**src/rtl/seven_seg_decoder.sv**
```systemverilog
// -----------------------------------------------------------------------------
// seven_seg_decoder
//
// Inverse of the timer's seven-segment encoder. A one-cycle Start snapshots the
// four driven digit patterns and the FSM then decodes one digit per clock. It
// recovers the two 0-99 pair values, recognises the "End" display and reports
// the first illegal digit.
//
// Ports
//   clock        system clock, rising edge
//   reset        synchronous, active-high
//   Start        one-cycle request; snapshots the four Hex inputs when idle
//   HexMSBH      tens digit of MSB pair   {g,f,e,d,c,b,a}
//   HexMSBL      units digit of MSB pair
//   HexLSBH      tens digit of LSB pair
//   HexLSBL      units digit of LSB pair
//   Busy         high from capture until results are published
//   Done         one-cycle pulse when the result outputs update
//   MSBBinary    decoded MSB pair (0-99), 0 unless Valid
//   LSBBinary    decoded LSB pair (0-99), 0 unless Valid
//   Valid        all digits legal (leading blank allowed when configured)
//   EndDetected  snapshot was the "End" display
//   ErrIndex     index of first illegal digit (0=MSBH .. 3=LSBL), 0 when Valid
// -----------------------------------------------------------------------------
module seven_seg_decoder #(
    parameter bit ACTIVE_LOW    = 1'b1,
    parameter bit BLANK_IS_ZERO = 1'b1
) (
    input  logic       clock,
    input  logic       reset,
    input  logic       Start,
    input  logic [6:0] HexMSBH,
    input  logic [6:0] HexMSBL,
    input  logic [6:0] HexLSBH,
    input  logic [6:0] HexLSBL,
    output logic       Busy,
    output logic       Done,
    output logic [7:0] MSBBinary,
    output logic [7:0] LSBBinary,
    output logic       Valid,
    output logic       EndDetected,
    output logic [1:0] ErrIndex
);

    typedef enum logic [1:0] {
        IDLE = 2'd0,
        SCAN = 2'd1,
        DONE = 2'd2
    } state_t;

    typedef struct packed {
        logic       numeric;  // pattern is one of the digits 0-9
        logic       blank;    // all segments off
        logic [3:0] value;    // digit value when numeric, else 0
    } digit_t;

    // Patterns below are in active-low form (bit clear = segment lit).
    localparam logic [6:0] SEG_BLANK = 7'h7F;
    localparam logic [6:0] SEG_E     = 7'h06;
    localparam logic [6:0] SEG_N     = 7'h2B;
    localparam logic [6:0] SEG_D     = 7'h21;

    // Bring every input pattern into the active-low form used by the tables.
    function automatic logic [6:0] normalise(input logic [6:0] raw);
        return ACTIVE_LOW ? raw : ~raw;
    endfunction

    function automatic digit_t decode_digit(input logic [6:0] seg);
        digit_t d;
        d = '{numeric: 1'b1, blank: 1'b0, value: 4'd0};
        case (seg)
            7'h40: d.value = 4'd0;
            7'h79: d.value = 4'd1;
            7'h24: d.value = 4'd2;
            7'h30: d.value = 4'd3;
            7'h19: d.value = 4'd4;
            7'h12: d.value = 4'd5;
            7'h02: d.value = 4'd6;
            7'h78: d.value = 4'd7;
            7'h00: d.value = 4'd8;
            7'h10: d.value = 4'd9;
            SEG_BLANK: begin
                d.numeric = 1'b0;
                d.blank   = 1'b1;
            end
            default: d.numeric = 1'b0;
        endcase
        return d;
    endfunction

    state_t     state_q, next_state;
    logic [1:0] idx_q;
    logic [6:0] snapshot_q [4];  // 0=MSBH, 1=MSBL, 2=LSBH, 3=LSBL
    logic [7:0] msb_acc_q, lsb_acc_q;
    logic       err_found_q;
    logic [1:0] err_idx_q;

    logic       accept;
    digit_t     cur_digit;
    logic       digit_ok;
    logic [7:0] digit_val;
    logic [7:0] digit_tens;
    logic       end_match;

    // A Start coinciding with the Done pulse is dropped, so the next request
    // cannot overlap the cycle in which results are being consumed.
    assign accept = (state_q == IDLE) && Start && !Done;

    // Even indices are tens digits and may be a leading blank; odd indices
    // are units digits and must be numeric.
    assign cur_digit  = decode_digit(snapshot_q[idx_q]);
    assign digit_ok   = cur_digit.numeric ||
                        (!idx_q[0] && cur_digit.blank && BLANK_IS_ZERO);
    assign digit_val  = {4'd0, cur_digit.value};
    assign digit_tens = (digit_val << 3) + (digit_val << 1);

    assign end_match = (snapshot_q[0] == SEG_BLANK) && (snapshot_q[1] == SEG_E) &&
                       (snapshot_q[2] == SEG_N)     && (snapshot_q[3] == SEG_D);

    // NOTE: every signal assigned in always_comb gets a default first, so no
    // path can leave it unassigned and infer a latch.
    always_comb begin
        next_state = state_q;
        case (state_q)
            IDLE:    if (accept) next_state = SCAN;
            SCAN:    if (idx_q == 2'd3) next_state = DONE;
            DONE:    next_state = IDLE;
            default: next_state = IDLE;
        endcase
    end

    // NOTE: sequential state uses non-blocking assignments only, so every
    // register samples values from before the edge regardless of order.
    always_ff @(posedge clock) begin
        if (reset) begin
            state_q     <= IDLE;
            idx_q       <= 2'd0;
            msb_acc_q   <= 8'd0;
            lsb_acc_q   <= 8'd0;
            err_found_q <= 1'b0;
            err_idx_q   <= 2'd0;
            Busy        <= 1'b0;
            Done        <= 1'b0;
            MSBBinary   <= 8'd0;
            LSBBinary   <= 8'd0;
            Valid       <= 1'b0;
            EndDetected <= 1'b0;
            ErrIndex    <= 2'd0;
            // NOTE: the snapshot is a small register file with a defined reset
            // value (all blank), so it is cleared here like any other register.
            for (int i = 0; i < 4; i++) snapshot_q[i] <= SEG_BLANK;
        end else begin
            state_q <= next_state;
            Done    <= 1'b0;
            case (state_q)
                IDLE: begin
                    if (accept) begin
                        snapshot_q[0] <= normalise(HexMSBH);
                        snapshot_q[1] <= normalise(HexMSBL);
                        snapshot_q[2] <= normalise(HexLSBH);
                        snapshot_q[3] <= normalise(HexLSBL);
                        idx_q         <= 2'd0;
                        msb_acc_q     <= 8'd0;
                        lsb_acc_q     <= 8'd0;
                        err_found_q   <= 1'b0;
                        err_idx_q     <= 2'd0;
                        Busy          <= 1'b1;
                    end
                end
                SCAN: begin
                    idx_q <= idx_q + 2'd1;
                    case (idx_q)
                        2'd0: msb_acc_q <= digit_tens;
                        2'd1: msb_acc_q <= msb_acc_q + digit_val;
                        2'd2: lsb_acc_q <= digit_tens;
                        2'd3: lsb_acc_q <= lsb_acc_q + digit_val;
                        default: ;
                    endcase
                    if (!digit_ok && !err_found_q) begin
                        err_found_q <= 1'b1;
                        err_idx_q   <= idx_q;
                    end
                end
                DONE: begin
                    Busy <= 1'b0;
                    Done <= 1'b1;
                    if (end_match) begin
                        // "End" is a recognised display, not an error.
                        EndDetected <= 1'b1;
                        Valid       <= 1'b0;
                        ErrIndex    <= 2'd0;
                        MSBBinary   <= 8'd0;
                        LSBBinary   <= 8'd0;
                    end else if (err_found_q) begin
                        EndDetected <= 1'b0;
                        Valid       <= 1'b0;
                        ErrIndex    <= err_idx_q;
                        MSBBinary   <= 8'd0;
                        LSBBinary   <= 8'd0;
                    end else begin
                        EndDetected <= 1'b0;
                        Valid       <= 1'b1;
                        ErrIndex    <= 2'd0;
                        MSBBinary   <= msb_acc_q;
                        LSBBinary   <= lsb_acc_q;
                    end
                end
                default: ;
            endcase
        end
    end

endmodule

```
**config.mk**
```make
export PLATFORM = sky130hd
export DESIGN_NAME = seven_seg_decoder
export DESIGN_NICKNAME = d
export VERILOG_FILES = /design/src/rtl/seven_seg_decoder.sv
export SDC_FILE = /design/constraint.sdc
export NUM_CORES = 1
export LEC_CHECK = 0
export ABC_AREA = 1
export CAP_MARGIN = 20
export CELL_PAD_IN_SITES_DETAIL_PLACEMENT = 0
export CELL_PAD_IN_SITES_GLOBAL_PLACEMENT = 1
export CORE_UTILIZATION = 42
export CTS_BUF_LIST = sky130_fd_sc_hd__clkbuf_4 sky130_fd_sc_hd__clkbuf_8
export DETAILED_ROUTE_END_ITERATION = 12
export PLACE_DENSITY = 0.81
export SYNTH_ARGS = -nofsm -noshare
export SYNTH_HDL_FRONTEND = slang
export SYNTH_SLANG_ARGS = --single-unit
```
**constraint.sdc**
```tcl
create_clock -name clock -period 3.8 [get_ports clock]
set_input_delay 0.38 -clock clock [delete_from_list [all_inputs] [get_ports clock]]
set_output_delay 0.38 -clock clock [all_outputs]
set_load 0.02 [all_outputs]
```
==> out/metrics.yaml <==
status: "complete, no violations"
dp_slack_ns: 0.4865
slowest_delay_ns: 0.55
grt_pass1_wl_um: 16210
combPwrFrac: 0.153
finalInstanceArea_um2: 4875
critPathRequiredTime_ns: 4.08
drt-initial-drc-count: 117
peakVddDrop_mv: 0.1974
ant_nets: 0
cp-end-kind: "register"
rrSetupSlack_ns: 0.56
drive_gt1_frac: 0.1278
fin_util: 0.5226
min_period_ns: 3.244
synth_nets: 569
fin_crit_sh: 0.8536
final_nets: 614
cts_tree: "yes"
cts_sinks: 75
overflow: 0
seq_area_frac_synth: 0.4368
row_count: 35
crit_type: "register to register"
start_util: 0.4373
critPathMaxFanout: 12
p_leak_nw: 1.982
ys_ff_latch: 75
slew_headroom: 0.4925
grt_antenna_before_repair: 0
power.density_nw_per_um2: 369.7
final-setup-viol-count: 0
worstPathCellList: "inv_1 -> nand3_1 -> nand2_1 -> nand2_2 -> nor2_2 -> nand4_1 -> nand3_1 -> nor2_1 -> inv_1 -> ha_1 -> fa_1 -> nand2_1 -> inv_1 -> nor2_1 -> o21bai_1 -> nand2_1 -> nor2_1 -> o21ai_0 -> a21oi_1 -> nor2_1 -> nand2_1 -> a21oi_1"
die_area_um2: 10110
die_w_um: 100.5
n_antenna_cell: 0
netlist_area_um2: 4079
synthCells: 521
ys_types: 37
start_kind: "register"
syn_avg_cell_area_um2: 7.829
swShare: 0.2822
numPortBuffers: 52
clk_path_buf_depth: 2
final_common_cell: "nand2_1"
critPathSlowestCell: "dfxtp_1"
grt_max_degree: 39
slew_violations: 0
place.gp.congestion: 0.9127
min-delay-path-class: "register to register"
place_area_um2: 4664
yosysWarnings: 0
final_cells: 700
clkTransAtPathRegs_ns: 0.08
power.share.clock: 0.354
vias: 3444
wl_um: 9359
fin_skew_ns: 0.01396
mostFrequentLayoutCells: "nand2_1 (135), clkdlybuf4s50_1 (52), dfxtp_1 (46), a21oi_1 (46), inv_1 (42)"
hold_violations: 0
coreArea_um2: 9328
p_switching_mw: 0.5086
clkLatencyLatePin_ns: 0.35
rsz0062_at_grt: "false"
p_int_mw: 1.294
ios: 53
holdWs_ns: 0.4690
firstDrtPassIters: 4
p_total_mw: 1.802
setup_tns_ns: 0
fmax_mhz: 308.3
dp_cells: 683
dp_hpwl_um: 7072
routedWlPerCell_um: 13.37
fp.dieH_um: 100.5
grt_pass1_vias: 3466
cp.arrival_ns: 3.53
drcViolationCount: 0
grt_usage: 0.2047
seqPwrFrac: 0.493
numCtsBuffers: 9
syn2layout_area_growth_pct: 19.51
setup_ws_ns: 0.5564
worstMarginPinSlew_ns: 0.7594
via_per_inst: 4.920
maxCapViolCount: 0
htree_levels: 3
cts-root-buf: "clkbuf_8"
==> routing by layer <==
layer / global-route usage / routed length [µm] / share of wire / vias up
met4: 0.06689 / 161 / 0.017 / 0
met3: 0.03953 / 235 / 0.025 / 14
met2: 0.3562 / 4594 / 0.49 / 51
met5: 0 / 0 / 0 / -
li1: - / - / - / 1809
met1: 0.2546 / 4368 / 0.47 / 1570
==> Yosys cell counts <==
master	instances	area [µm²]
a32o_1	1	10.01
nand2_1	135	506.7
xnor2_1	2	17.52
nor2_2	4	25.02
inv_6	1	8.760
o22ai_1	1	6.260
or2_2	28	175.2
nand2_4	2	22.52
buf_4	1	7.510
o211ai_1	1	7.510
a21oi_1	46	230.2
o21ai_0	8	40.04
edfxtp_1	28	840.8
a21oi_2	1	8.760
ha_1	14	175.2
dfxtp_1	47	940.9
a21o_1	1	7.510
and3_1	1	6.260
o21bai_1	3	22.52
inv_2	3	11.26
nor3_1	9	45.04
fa_1	3	60.06
buf_8	1	15.01
nor2_1	33	123.9
buf_2	2	10.01
nand4_1	26	162.7
xor2_1	6	52.55
nand3_2	3	30.03
nand2_2	10	62.56
nand3_1	38	190.2
inv_1	42	157.7
o21ai_2	1	8.760
buf_6	2	22.52
clkinv_1	1	3.750
buf_1	1	3.750
o31ai_1	1	7.510
clkbuf_1	14	52.55
==> path summary, 6_finish.rpt <==
path	endpoint	depth (start not counted)	startpoint
min	MSBBinary[2]$_SDFFE_PP0P_	2	MSBBinary[2]$_SDFFE_PP0P_
max	msb_acc_q[6]$_SDFFE_PP0P_	22	register
max reg2reg	msb_acc_q[6]$_SDFFE_PP0P_	22	register
min reg2reg	MSBBinary[2]$_SDFFE_PP0P_	2	MSBBinary[2]$_SDFFE_PP0P_
==> worst max-delay path: cells and delay by family (launching register included) <==
family                     cells  cell delay, ns
buffers and inverters          3            0.42
adders and majority gates      2            0.61
and+or+nand+nor               13            1.19
DFF                            1            0.55
AOI/OAI and AO/OA              4            0.41
==> repair_timing <==
| action | in CTS | in global routing |
|---|---|---|
| buffers inserted | 0 | 0 |
| hold buffers | 0 | 0 |
| setup endpoints to repair | 0 | 1 |
| gates resized for setup | 0 | 1 |
==> area by class of cell <==
type	count	area [µm²]
well taps	129	161.4
inverters	47	181.4
repair buffers	55	540.5
flip-flops and latches	75	1783
multi-input cells	378	2004
clock buffers	11	145.1
fillers	942	4453
clock inverters	5	58.81
==> sequential cells by signal, summed over array words and instances (netlist names), named ones only <==
| register | cells |
|---|---|
| LSBBinary | 8 |
| Done | 1 |
| ErrIndex | 2 |
| err_found_q | 1 |
| MSBBinary | 8 |
| err_idx_q | 2 |
| lsb_acc_q | 8 |
| snapshot_q | 28 |
| Busy | 1 |
| msb_acc_q | 8 |
| idx_q | 2 |
| state_q | 2 |
| EndDetected | 1 |
| Valid | 1 |
==> power by group through the flow <==
stage	Clock, mW	Sequential [mW]	Combinational [mW]
5_1_grt	0.692	0.893	0.314
4_1_cts	0.651	0.887	0.275
6_report	0.638	0.888	0.276
3_3_place_gp	0	0.906	0.270
2_1_floorplan	0	0.894	0.206
3_5_place_dp	0	0.906	0.275
==> kinds of logic after synthesis <==
family                   synth area share
AND/OR/NAND/NOR                    0.3310
flip-flops                         0.4368
buffers and inverters             0.07178
AO/OA/AOI/OAI                     0.08559
adder cells (fa/ha/maj)           0.05767
XOR/XNOR                          0.01718
Note: power is estimated with default switching activity, not from simulation.
